[src/rtl/gpu_console_writer.sv]
// Console front-end for the graphics card: turns an ASCII byte stream and colour commands
// into VRAM character writes and card instructions, tracking an 80x30 text cursor.
module gpu_console_writer #(
  parameter int COLS            = 80,
  parameter int ROWS            = 30,
  parameter int STROBE_CYCLES   = 4,
  parameter int CLEAR_LINE_WAIT = 128,
  parameter int CLEAR_SCR_WAIT  = 4096
) (
  input  logic        clk,
  input  logic        rst,
  input  logic        in_valid,
  input  logic [7:0]  in_data,
  output logic        in_ready,
  input  logic        color_valid,
  input  logic        color_sel,
  input  logic [7:0]  color_value,
  output logic [15:0] cpu_write_address,
  output logic [7:0]  cpu_write_data,
  output logic [15:0] io_data,
  output logic [4:0]  cursor_row,
  output logic [6:0]  cursor_col,
  output logic        busy
);

  // Handshake: a byte transfers on a rising edge where in_valid && in_ready;
  // in_ready is only offered in IDLE with no colour command competing for the bus.
  typedef enum logic [1:0] {S_IDLE, S_WRITE, S_INSTR, S_WAIT} state_t;

  localparam int CW = $clog2(CLEAR_SCR_WAIT + 2);
  localparam logic [CW-1:0] STROBE_LAST = CW'(STROBE_CYCLES - 1);
  // WAIT lengths include the mandatory idle bus cycle that follows every strobe.
  localparam logic [CW-1:0] GAP_ONLY    = CW'(1);
  localparam logic [CW-1:0] LINE_GAP    = CW'(CLEAR_LINE_WAIT + 1);
  localparam logic [CW-1:0] SCR_GAP     = CW'(CLEAR_SCR_WAIT + 1);
  localparam logic [4:0]    ROW_LAST    = 5'(ROWS - 1);
  localparam logic [6:0]    COL_LAST    = 7'(COLS - 1);

  state_t          r_state;
  state_t          w_next;
  logic [CW-1:0]   r_cnt;
  logic [CW-1:0]   r_wait_len;
  logic            r_pend_clr;
  logic [4:0]      r_row;
  logic [6:0]      r_col;
  logic [4:0]      r_crow;
  logic [6:0]      r_ccol;
  logic [4:0]      r_wrow;
  logic [6:0]      r_wcol;
  logic [7:0]      r_wdata;
  logic [15:0]     r_instr;
  logic [15:0]     r_iaddr;
  logic            w_printable;
  logic            w_accept_byte;
  logic [4:0]      w_row_inc;

  assign w_printable   = (in_data >= 8'h20) && (in_data <= 8'h7E);
  assign w_accept_byte = in_valid && in_ready;
  assign w_row_inc     = (r_row == ROW_LAST) ? 5'd0 : r_row + 5'd1;
  assign cursor_row    = r_crow;
  assign cursor_col    = r_ccol;

  always_ff @(posedge clk or posedge rst) begin
    if (rst) r_state <= S_IDLE;
    else     r_state <= w_next;
  end

  always_comb begin
    w_next = r_state;
    unique case (r_state)
      S_IDLE: begin
        if (color_valid) w_next = S_INSTR;
        else if (in_valid) begin
          if (w_printable || (in_data == 8'h08 && r_col != 7'd0)) w_next = S_WRITE;
          else if (in_data == 8'h0A || in_data == 8'h0C)         w_next = S_INSTR;
        end
      end
      S_WRITE, S_INSTR: if (r_cnt == STROBE_LAST) w_next = S_WAIT;
      S_WAIT:  if (r_cnt == r_wait_len - 1'b1) w_next = r_pend_clr ? S_INSTR : S_IDLE;
      default: w_next = S_IDLE;
    endcase
  end

  always_comb begin
    cpu_write_address = 16'h8000;
    cpu_write_data    = 8'h00;
    io_data           = 16'h0000;
    case (r_state)
      S_WRITE: begin
        cpu_write_address = {1'b0, 3'b000, r_wrow, r_wcol};
        cpu_write_data    = r_wdata;
      end
      S_INSTR: begin
        cpu_write_address = r_iaddr;
        io_data           = r_instr;
      end
      default: ;
    endcase
    in_ready = (r_state == S_IDLE) && !color_valid && !rst;
    busy     = (r_state != S_IDLE);
  end

  always_ff @(posedge clk or posedge rst) begin
    if (rst) begin
      r_cnt      <= '0;
      r_wait_len <= GAP_ONLY;
      r_pend_clr <= 1'b0;
      r_row      <= 5'd0;
      r_col      <= 7'd0;
      r_crow     <= 5'd0;
      r_ccol     <= 7'd0;
      r_wrow     <= 5'd0;
      r_wcol     <= 7'd0;
      r_wdata    <= 8'h00;
      r_instr    <= 16'h0000;
      r_iaddr    <= 16'h8000;
    end else begin
      r_cnt <= (w_next != r_state || r_state == S_IDLE) ? '0 : r_cnt + 1'b1;
      if (r_state == S_IDLE && color_valid) begin
        r_instr    <= {(color_sel ? 8'h03 : 8'h02), color_value};
        r_iaddr    <= 16'h8000;
        r_wait_len <= GAP_ONLY;
        r_pend_clr <= 1'b0;
      end else if (w_accept_byte) begin
        if (w_printable) begin
          r_wrow     <= r_row;
          r_wcol     <= r_col;
          r_wdata    <= in_data;
          r_wait_len <= GAP_ONLY;
          if (r_col == COL_LAST) begin
            // Wrap: the row clear is queued behind the character write.
            r_col      <= 7'd0;
            r_row      <= w_row_inc;
            r_pend_clr <= 1'b1;
            r_instr    <= 16'h0500;
            r_iaddr    <= 16'h8000 | {3'b000, w_row_inc, 8'h00};
          end else begin
            r_col      <= r_col + 7'd1;
            r_pend_clr <= 1'b0;
          end
        end else begin
          case (in_data)
            8'h0D: begin
              r_col  <= 7'd0;
              r_ccol <= 7'd0;
            end
            8'h0A: begin
              r_col      <= 7'd0;
              r_row      <= w_row_inc;
              r_instr    <= 16'h0500;
              r_iaddr    <= 16'h8000 | {3'b000, w_row_inc, 8'h00};
              r_wait_len <= LINE_GAP;
              r_pend_clr <= 1'b0;
            end
            8'h08: if (r_col != 7'd0) begin
              r_col      <= r_col - 7'd1;
              r_wrow     <= r_row;
              r_wcol     <= r_col - 7'd1;
              r_wdata    <= 8'h20;
              r_wait_len <= GAP_ONLY;
              r_pend_clr <= 1'b0;
            end
            8'h0C: begin
              r_row      <= 5'd0;
              r_col      <= 7'd0;
              r_instr    <= 16'h0400;
              r_iaddr    <= 16'h8000;
              r_wait_len <= SCR_GAP;
              r_pend_clr <= 1'b0;
            end
            default: ;
          endcase
        end
      end
      if (r_state == S_WAIT && w_next == S_INSTR) begin
        r_pend_clr <= 1'b0;
        r_wait_len <= LINE_GAP;
      end
      if (r_state != S_IDLE && w_next == S_IDLE) begin
        r_crow <= r_row;
        r_ccol <= r_col;
      end
    end
  end

endmodule

[config.mk]
export PLATFORM = sky130hd
export DESIGN_NAME = gpu_console_writer
export DESIGN_NICKNAME = d
export VERILOG_FILES = /design/src/rtl/gpu_console_writer.sv
export SDC_FILE = /design/constraint.sdc
export NUM_CORES = 1
export LEC_CHECK = 0
export CAP_MARGIN = 20
export CORE_MARGIN = 8
export CORE_UTILIZATION = 48
export DETAILED_ROUTE_END_ITERATION = 8
export GPL_TIMING_DRIVEN = 0
export PLACE_DENSITY_LB_ADDON = 0.1
export RECOVER_POWER = 25
export SYNTH_ARGS = -nofsm -noshare
export SYNTH_HDL_FRONTEND = slang
export SYNTH_SLANG_ARGS = --single-unit
[constraint.sdc]
create_clock -name clk -period 2.43 [get_ports clk]
set_input_delay 0.243 -clock clk [delete_from_list [all_inputs] [get_ports clk]]
set_output_delay 0.243 -clock clk [all_outputs]
set_load 0.1 [all_outputs]
==> qor.yml, run 1 <==
drc: 0
violations: "capacitance limit"
final_cell_mix: "dfrtp_1 (76), buf_4 (40), nand2_1 (33)"
cts_buffers: 9
synth.largest_area_cell: "dfrtp_1"
yosysWarningCount: 0
finalInstanceArea_mm2: 0.00560
drtIter0Drc: 198
hold_depth: 2
rows: 34
synth_async_sr_flop_share: 1.00
synthToLayoutAreaGrowth_pct: 29.0
clock_sinks: 78
clock_path_buffers: 2
wl_per_cell_um: 16.6
ios: 75
ir_drop_uv: 271
synth-seq-cells: 78
diodes: 0
maxCapViolations: 1
p_per_area_mw_per_mm2: 476
port_buffers: 66
fin_crit_ps: 2380
final_max_slew_viol_count: 0
clock-root-buffer: "clkbuf_8"
relSlewSlack: 0.0158
drtAntennaViolNets: 0
arrival_ps: 2610
status: "complete, but fails checks"
worstSkewPairLatency_ps: 340
cp_slowest_stage_delay_ps: 540
num_vias: 3532
synthDominantCellAreaShare: 0.450
drive_gt1_frac: 0.236
grt_usage: 0.175
crit_family: "compound AO/OA/AOI/OAI gates"
crit_buf_inv: 3
worst_setup_path_end_kind: "flop"
wirelength_um: 10800
htreeDepth: 3
holdBufCountCts: 0
yosysSeqAreaShare: 0.450
grt_pass1_vias: 3575
die_x_um: 111
grt_remaining_overflow: 0
fin_skew_ps: 11.6
setup_viol: 0
synth_compound_area_frac: 0.179
ys.flop_type: "dfrtp_1"
min_path_type: "in2reg"
synth_fa_ha_area_frac: 0.0375
power_leakage_uw: 0.00254
syn_inst: 441
routabilityCongestion: 0.850
cts_tree: "done"
synth.distinct_cells: 63
path_cells: "dlygate4sd2_1 -> or4b_4 -> a2111o_1 -> nand4b_2 -> o211a_4 -> inv_4 -> a311oi_4 -> buf_8 -> mux2_4"
required_ps: 2660
finalCritPeriodShare: 0.978
initial_core_util: 0.495
crit_fanout: 8
grt_max_degree: 41
synthMuxAreaShare: 0.0447
die-area_mm2: 0.0123
drt-vias-per-instance: 5.43
synth-simple-area-share: 0.194
final_common_cell: "dfrtp_1"
start_kind: "input port"
die_height_um: 111
place_inst: 622
synth_area_mm2: 0.00434
placed_cell_area_mm2: 0.00526
r2r_cells: 9
max_freq_mhz: 421
core_mm2: 0.00876
clk_pin_slew_ps: 80
syn_avg_cell_area_um2: 9.85
synth_top_family_by_area: "simple AND/OR/NAND/NOR gates"
cp.depth: 9
synth.area.top_cells: "dfrtp_1 (45%), and2_1 (3.9%), ha_1 (3.7%)"
synth_edf_count: 0
fin_cells: 650
synthXorXnorAreaFrac: 0.0464
drtPass1Iterations: 4
antenna_found_initial: 0
rsz0062_at_grt: "yes"
worstMarginPinSlew_ps: 1470
path_class: "in2reg"
fin_nets: 571
crit_path_top_delay_cell: "or4b_4"
grt_pass1_wl_um: 18100
finalHoldViolations: 0
hpwl_um: 7920
-- cell usage after synthesis, types with 8 or more instances --
cell,number
a22oi_1,10
ha_1,13
xnor2_1,16
o21ai_0,24
dfrtp_1,78
nor2_1,33
and2_1,27
o22ai_1,8
clkbuf_1,15
nand3_1,14
a22o_1,13
inv_1,18
a21oi_1,12
and3_1,21
nand2_1,33
-- where the power goes --
| part | internal, uW | switching (uW) | leakage, uW |
|---|---|---|---|
| clock | 740 | 458 | 0.000124 |
| combinational | 53.5 | 119 | 0.00138 |
| sequential | 1300 | 0 | 0.00104 |
-- cell type report --
type	instances	area, um2
fill	750	3160
multi-input combinational	324	2330
sequential	78	1950
timing repair buffer	80	701
clock buffer	13	159
buffer	25	156
tap	108	135
clock inverter	3	90.1
inverter	19	76.3
-- worst paths after layout --
kind / from / end / slack (ps)
min in group asynchronous: rst / r_instr[6] / 880
hold / removal: in_data[2] / r_wdata[2] / 280
max in group asynchronous: rst / r_state[1] / 660
setup / recovery: in_data[6] / cursor_row[4] / 50
setup reg to reg: r_state[1] / cursor_row[4] / 60
hold reg to reg: r_wcol[6] / r_wcol[6] / 480
-- registers in the layout, indices dropped and copies added (netlist names) --
| register | cells |
|---|---|
| cursor_col | 7 |
| cursor_row | 5 |
| r_cnt | 13 |
| r_col | 7 |
| r_iaddr | 5 |
| r_instr | 11 |
| r_pend_clr | 1 |
| r_row | 5 |
| r_state | 2 |
| r_wait_len | 2 |
| r_wcol | 7 |
| r_wdata | 8 |
| r_wrow | 5 |
-- per-layer routing --
metal / wire (um) / vias to the layer above / share of wire / GRT usage
met5: 0 / - / 0 / 0
met4: 108 / 0 / 0.010 / 0.0551
li1: - / 1745 / - / -
met1: 4880 / 1702 / 0.45 / 0.225
met2: 5230 / 78 / 0.49 / 0.287
met3: 550 / 7 / 0.051 / 0.0357
-- what timing repair did --
| item | 4_1_cts | 5_1_grt |
|---|---|---|
| setup buffers | 10 | 3 |
| endpoints found under the setup margin | 67 | 54 |
| pin swaps | 6 | 7 |
| resized for setup | 198 | 20 |
-- worst register-to-register path: stages, from the launching register on --
cell	delay, ps
dfrtp_2	460
inv_2	130
ha_4	250
a21oi_1	160
and2_1	140
a22oi_1	90
nand2b_1	210
a311oi_4	310
buf_8	200
mux2_4	310
-- cell families (layout without fill, tap and decap cells) --
family,after synthesis,after routing
and+or+nand+nor,159,159
AOI/OAI and AO/OA,105,105
DFF,78,78
buffers and inverters,45,140
xor gates and xnor gates,23,23
muxes,17,17
adders and majority gates,13,13
other,1,7
-- through the flow --
step / hold WS [ps] / setup WS (ps) / util / total power [uW] / TNS, ps
2_1_floorplan: 358 / -302 / - / 1430 / -7010
3_3_place_gp: 457 / -1180 / 0.597 / 1490 / -125750
3_5_place_dp: 467 / -621 / 0.600 / 1500 / -34740
4_1_cts: 264 / 11.4 / 0.630 / 2700 / 0
5_1_grt: 283 / -46.1 / 0.639 / 2760 / -230
6_report: 278 / 52.4 / 0.639 / 2670 / 0
(Power assumes the default switching activity.)
==> run 2, diff against run 1 <==
--- a/config.mk
+++ b/config.mk
@@ -10,6 +10,7 @@
 export CORE_UTILIZATION = 48
 export DETAILED_ROUTE_END_ITERATION = 8
 export GPL_TIMING_DRIVEN = 0
+export MAX_ROUTING_LAYER = met4
 export PLACE_DENSITY_LB_ADDON = 0.1
 export RECOVER_POWER = 25
 export SYNTH_ARGS = -nofsm -noshare
==> run 2 against run 1 <==
  * The flow still finishes with violations (capacitance limit)
  * Critical endpoint unchanged
  * Global-route usage up 0.45 points
  * Die area stayed put
  * Combinational power hardly changed
  * Non-clock buffer count stayed put
==> qor.yml, run 2 (same netlist as run 1, synthesis figures left out) <==
antenna_found_initial: 0  # unchanged
max_freq_mhz: 420  # was 421 MHz
path_class: "in2reg"  # unchanged
worstMarginPinSlew_ps: 1470  # about the same
clock_sinks: 78  # unchanged
fin_skew_ps: 12.0  # was 11.6 ps
whs_endpoint: "r_wdata[2]"  # unchanged
fin_total_pwr_uw: 2680  # was 2670 uW
num_vias: 3583  # was 3,532
fin_crit_ps: 2380  # about the same
grt_max_degree: 41  # unchanged
rows: 34  # unchanged
final_cell_mix: "dfrtp_1 (76), buf_4 (40), nand2_1 (33)"  # unchanged
drtPass1Iterations: 5  # was 4
hold_depth: 2  # unchanged
setup_viol: 0  # unchanged
required_ps: 2660  # about the same
timing.hold.ws_ps: 278  # about the same
grt_pass1_vias: 3573  # was 3,575
grt_pass1_wl_um: 18200  # was 18,100 um
violations: "capacitance limit"  # unchanged
relSlewSlack: 0.0168  # was 0.0158
die_height_um: 111  # unchanged
final_max_slew_viol_count: 0  # unchanged
port_buffers: 66  # unchanged
reg_top3: "r_cnt: 13 flops, r_instr: 11 flops, r_wdata: 8 flops"  # unchanged
cts_tree: "done"  # unchanged
htreeDepth: 3  # unchanged
drtIter0Drc: 154  # was 198
crit_fanout: 8  # unchanged
hpwl_um: 7920  # unchanged
rsz0062_at_grt: "yes"  # unchanged
grt_usage: 0.179  # was 0.175
clock_path_buffers: 2  # unchanged
holdCritStartpoint: "in_data[2]"  # unchanged
finalHoldViolations: 0  # unchanged
status: "complete, but fails checks"  # unchanged
grt_remaining_overflow: 0  # unchanged
initial_core_util: 0.495  # unchanged
worst_setup_path_end_kind: "flop"  # unchanged
ios: 75  # unchanged
diodes: 0  # unchanged
clock-root-buffer: "clkbuf_8"  # unchanged
p_per_area_mw_per_mm2: 478  # was 476 mW/mm2
cts_buffers: 9  # unchanged
power_leakage_uw: 0.00254  # unchanged
fin_nets: 571  # unchanged
timing.setup.tns_ps: 0  # unchanged
core_mm2: 0.00876  # unchanged
drtAntennaViolNets: 0  # unchanged
routabilityCongestion: 0.864  # was 0.850
ir_drop_uv: 274  # was 271 uV
drc: 0  # unchanged
wl_per_cell_um: 16.6  # about the same
worstSkewPairLatency_ps: 350  # was 340 ps
die_x_um: 111  # unchanged
clk_pin_slew_ps: 80  # about the same
r2r_cells: 9  # unchanged
maxCapViolations: 1  # unchanged
arrival_ps: 2610  # about the same
drt-vias-per-instance: 5.51  # was 5.43
rrSetupSlack_ps: 70  # was 60 ps
die-area_mm2: 0.0123  # unchanged
synthToLayoutAreaGrowth_pct: 29.0  # unchanged
max_flop_register: "r_cnt"  # unchanged
reg2reg_to: "cursor_row[4]"  # unchanged
start_kind: "input port"  # unchanged
drive_gt1_frac: 0.236  # unchanged
final_common_cell: "dfrtp_1"  # unchanged
min_path_type: "in2reg"  # unchanged
wirelength_um: 10800  # about the same
r2r-start: "r_state[1]"  # unchanged
finalCritPeriodShare: 0.979  # was 0.978
largest_reg_flops: 13  # unchanged
[run 2: cell counts in the layout (fill, tap and decap cells not counted)]
Identical to the previous run, type by type.
[run 2: layer usage]
metal	up-vias	part of all wire	global-route usage
met5	-	0	-
met4	0	0.013	0.0551
met3	12	0.050	0.0308
met2	103	0.48	0.287
met1	1724	0.45	0.227
li1	1744	-	-
[run 2: worst max-delay path: stages]
cell             delay, ps
clkdlybuf4s50_1        460
or4_1                  510
a211oi_2               300
o211ai_2               160
buf_4                  180
a311oi_4               240
buf_8                  210
mux2_4                 310
[run 2: cell type report]
class / instances / area [um2]
inverters: 19 / 76.3
plain buffers: 25 / 156
repair buffers: 80 / 701
clock buffers: 13 / 159
fillers: 750 / 3160
clock inverters: 3 / 90.1
multi-input cells: 324 / 2330
flip-flops and latches: 78 / 1950
well taps: 108 / 135
[run 2: report_power, final]
group	leakage, uW	total (uW)	switching [uW]	internal [uW]
registers	0.00104	1300	0	1300
logic	0.00138	173	120	53.5
clock network	0.000124	1210	466	740
[run 2: per-stage QoR]
stage                util  instances  setup slack [ps]  cell area [um2]
floorplan               -        447              -302             4440
global placement    0.597        621             -1180             5230
detailed placement  0.600        622              -621             5260
CTS                 0.630        648              11.4             5530
global route        0.639        650             -46.1             5600
finish              0.639        650              50.4             5600
[run 2: timing repair]
action | 4_1_cts | 5_1_grt
hold buffers | 0 | 0
pin swaps | 6 | 7
resized for setup | 198 | 20
endpoints found under the setup margin | 67 | 54
buffers inserted | 10 | 3
[run 2: how the worst max path moves through the flow]
stage	start	end	slack [ps]	cells past startpoint
after floorplan	r_state[1]	r_col[4]	-300	8
after global placement	rst	cursor_col[0]	-1180	2
after detailed placement	in_data[0]	cursor_row[4]	-620	9
after CTS	in_data[0]	cursor_row[4]	10	9
after global routing	r_col[1]	cursor_row[4]	-50	10
final	in_data[4]	cursor_row[4]	50	8
==> run 3, diff against run 2 <==
--- a/config.mk
+++ b/config.mk
@@ -5,9 +5,10 @@
 export SDC_FILE = /design/constraint.sdc
 export NUM_CORES = 1
 export LEC_CHECK = 0
+export ABC_AREA = 1
 export CAP_MARGIN = 20
 export CORE_MARGIN = 8
-export CORE_UTILIZATION = 48
+export CORE_UTILIZATION = 49
 export DETAILED_ROUTE_END_ITERATION = 8
 export GPL_TIMING_DRIVEN = 0
 export MAX_ROUTING_LAYER = met4
==> run 3 against run 2 <==
  * The flow now finishes without violations
  * Clock skew is 2.9 ps lower
  * Critical endpoint is now in_ready
  * Sequential cell count stayed put
  * Core utilization is 1.5 points lower
  * Count of clock-buffer cells in the layout is 4 lower
  * Sequential power is 57% higher
  * Critical path depth is 3 lower
==> qor.yml, run 3 <==
status: "finished clean"  # was complete, but fails checks
grt_pass1_vias: 3962  # was 3,573
synth-seq-cells: 78  # unchanged
num_vias: 3880  # was 3,583
r2r_cells: 14  # was 9
rows: 35  # was 34
yosysWarningCount: 0  # unchanged
port_buffers: 67  # was 66
initial_core_util: 0.497  # was 0.495
path_cells: "inv_2 -> ha_4 -> clkinvlp_4 -> nor3_4 -> clkdlybuf4s15_2"  # was clkdlybuf4s50_1 -> or4_1 -> a211oi_2 -> o211ai_2 -> buf_4 -> a311oi_4 -> buf_8 -> mux2_4
reg_top3: "r_cnt: 13 flops, r_instr: 11 flops, r_wdata: 8 flops"  # unchanged
timing.hold.ws_ps: 420  # was 278 ps
synth.largest_area_cell: "dfrtp_1"  # unchanged
fin_util: 0.624  # was 0.639
final_common_cell: "nand2_1"  # was dfrtp_1
placed_cell_area_mm2: 0.00546  # was 0.00526 mm2
die_height_um: 112  # was 111 um
fillCellCount: 855  # was 750
grt_usage: 0.182  # was 0.179
synth_edf_count: 0  # unchanged
multi_input_area_mm2: 0.00218  # was 0.00233 mm2
fin_nets: 701  # was 571
start_kind: "flop"  # was input port
drc: 0  # unchanged
rrSetupSlack_ps: 310  # was 70 ps
syn_inst: 579  # was 441
hold_depth: 3  # was 2
reg2reg_to: "r_cnt[2]"  # was cursor_row[4]
grt_max_degree: 51  # was 41
worstSkewPairLatency_ps: 360  # was 350 ps
ios: 75  # unchanged
wl_per_cell_um: 13.7  # was 16.6 um
synth.distinct_cells: 41  # was 63
holdCritStartpoint: "color_value[6]"  # was in_data[2]
path_class: "reg2out"  # was in2reg
synth_common_cells: "nand2_1 (144), inv_1 (87), dfrtp_1 (78)"  # was dfrtp_1 (78), nand2_1 (33), nor2_1 (33)
r2r-start: "r_state[0]"  # was r_state[1]
maxCapViolations: 0  # was 1
synthDominantCellAreaShare: 0.433  # was 0.450
final_cell_mix: "nand2_1 (141), inv_1 (82), dfrtp_1 (76)"  # was dfrtp_1 (76), buf_4 (40), nand2_1 (33)
fin_skew_ps: 9.14  # was 12.0 ps
relSlewSlack: 0.143  # was 0.0168
power_leakage_uw: 0.00288  # was 0.00254 uW
seq_area_mm2: 0.00195  # unchanged
fin_cells: 783  # was 650
max_freq_mhz: 431  # was 420 MHz
synth.area.top_cells: "dfrtp_1 (43%), nand2_1 (12%), inv_1 (7.2%)"  # was dfrtp_1 (45%), and2_1 (3.9%), ha_1 (3.7%)
ir_drop_uv: 1070  # was 274 uV
worst_setup_path_end_kind: "output port"  # was flop
hpwl_um: 8270  # was 7920 um
clock_path_buffers: 2  # unchanged
grt_remaining_overflow: 0  # unchanged
worstMarginPinSlew_ps: 1280  # was 1470 ps
synthToLayoutAreaGrowth_pct: 25.6  # was 29.0%
yosysSeqAreaShare: 0.433  # was 0.450
core_mm2: 0.00906  # was 0.00876 mm2
arrival_ps: 2070  # was 2610 ps
max_flop_register: "r_cnt"  # unchanged
drtIter0Drc: 179  # was 154
clk_pin_slew_ps: 90  # was 80 ps
final_max_slew_viol_count: 0  # unchanged
p_per_area_mw_per_mm2: 1370  # was 478 mW/mm2
place_inst: 764  # was 622
setup_viol: 0  # unchanged
crit_path_top_delay_cell: "clkdlybuf4s15_2"  # was or4_1
wirelength_um: 10700  # was 10,800 um
fin_crit_ps: 2320  # was 2380 ps
cp_slowest_stage_delay_ps: 590  # was 510 ps
clock_sinks: 78  # unchanged
htreeDepth: 3  # unchanged
syn_avg_cell_area_um2: 7.79  # was 9.85 um2
grt_pass1_wl_um: 18300  # was 18,200 um
antenna_found_initial: 0  # unchanged
place_ws_ps: -607  # was -621 ps
setup_ws_ps: 112  # was 50.4 ps
drive_gt1_frac: 0.201  # was 0.236
finalInstanceArea_mm2: 0.00566  # was 0.00560 mm2
cts_buffers: 9  # unchanged
crit_fanout: 6  # was 8
finalCritPeriodShare: 0.954  # was 0.979
die-area_mm2: 0.0125  # was 0.0123 mm2
min_path_type: "in2reg"  # unchanged
whs_endpoint: "r_instr[6]"  # was r_wdata[2]
diodes: 0  # unchanged
required_ps: 2190  # was 2660 ps
finalHoldViolations: 0  # unchanged
drtAntennaViolNets: 0  # unchanged
yosysMostFrequentCell: "nand2_1"  # was dfrtp_1
clock-root-buffer: "clkbuf_8"  # unchanged
routabilityCongestion: 0.888  # was 0.864
drtPass1Iterations: 4  # was 5
ys.flop_type: "dfrtp_1"  # unchanged
largest_reg_flops: 13  # unchanged
synth_async_sr_flop_share: 1.00  # unchanged
drt-vias-per-instance: 4.96  # was 5.51
synth_area_mm2: 0.00451  # was 0.00434 mm2
die_x_um: 112  # was 111 um
cts_tree: "done"  # unchanged
rsz0062_at_grt: "no"  # was yes
## run 3: changes by cell type in the layout (fill, tap and decap cells not counted), sizes merged, moves of 8 or more
cell | previous run | this run
nand3 | 14 | 45
a22oi | 10 | 0
and2 | 27 | 0
clkbuf | 27 | 16
o21ai | 25 | 63
a22o | 13 | 0
xnor2 | 16 | 3
nand2 | 33 | 155
inv | 19 | 91
nor2 | 33 | 63
nand4 | 1 | 9
buf | 55 | 40
mux2 | 10 | 1
and3 | 21 | 1
## run 3: cell families after synthesis
group / synth area share
AOI/OAI and AO/OA: 0.0883
buffers and inverters: 0.105
xor gates and xnor gates: 0.0372
other: 0.000832
adders and majority gates: 0.0361
DFF: 0.433
and+or+nand+nor: 0.297
muxes: 0.00250
## run 3: worst max-delay path: cells and delay by family, from the launching register on
kind | cells | cell delay, ps
buffers and inverters | 3 | 850
DFF | 1 | 460
and+or+nand+nor | 1 | 230
adders and majority gates | 1 | 170
## run 3: power breakdown
part	switching, uW	internal, uW	leakage (uW)
sequential	287	1760	0.000953
clock	532	699	0.000126
combinational	3310	1190	0.00180
total	4130	3640	0.00288
## run 3: what timing repair did
action | CTS | global route
resized for setup | 169 | 11
cloned | 0 | 0
endpoints found under the setup margin | 35 | 55
setup buffers | 0 | 4
hold buffers | 0 | 0
## run 3: layout make-up
cell class	count	area share
multi-input cells	395	0.385
clock buffers	9	0.0219
well taps	111	0.0245
plain buffers	18	0.0223
flip-flops and latches	78	0.345
inverters	93	0.0645
repair buffers	72	0.114
clock inverters	7	0.0225
## run 3: how the worst max path moves through the flow
| stage | depth (start not counted) | from | to |
|---|---|---|---|
| after floorplan | 9 | r_state[1] | r_instr[8] |
| after global placement | 2 | rst | r_state[1] |
| after detailed placement | 6 | r_state[0] | cpu_write_address[7] |
| after CTS | 4 | r_state[0] | busy |
| after global routing | 6 | r_state[0] | io_data[2] |
| final | 5 | r_state[0] | in_ready |
## run 3: routing by layer
layer	GRT usage	vias up	wire [um]
met5	-	-	0
met4	0.0638	0	176
met3	0.0319	14	357
met2	0.323	65	5530
met1	0.202	1829	4620
li1	-	1972	-
## run 3: metrics by stage
step	power, uW	TNS [ps]
CTS	7790	0
global route	8260	0
detailed placement	6590	-12230
global placement	6500	-107360
finish	7780	0
floorplan	5590	-31200
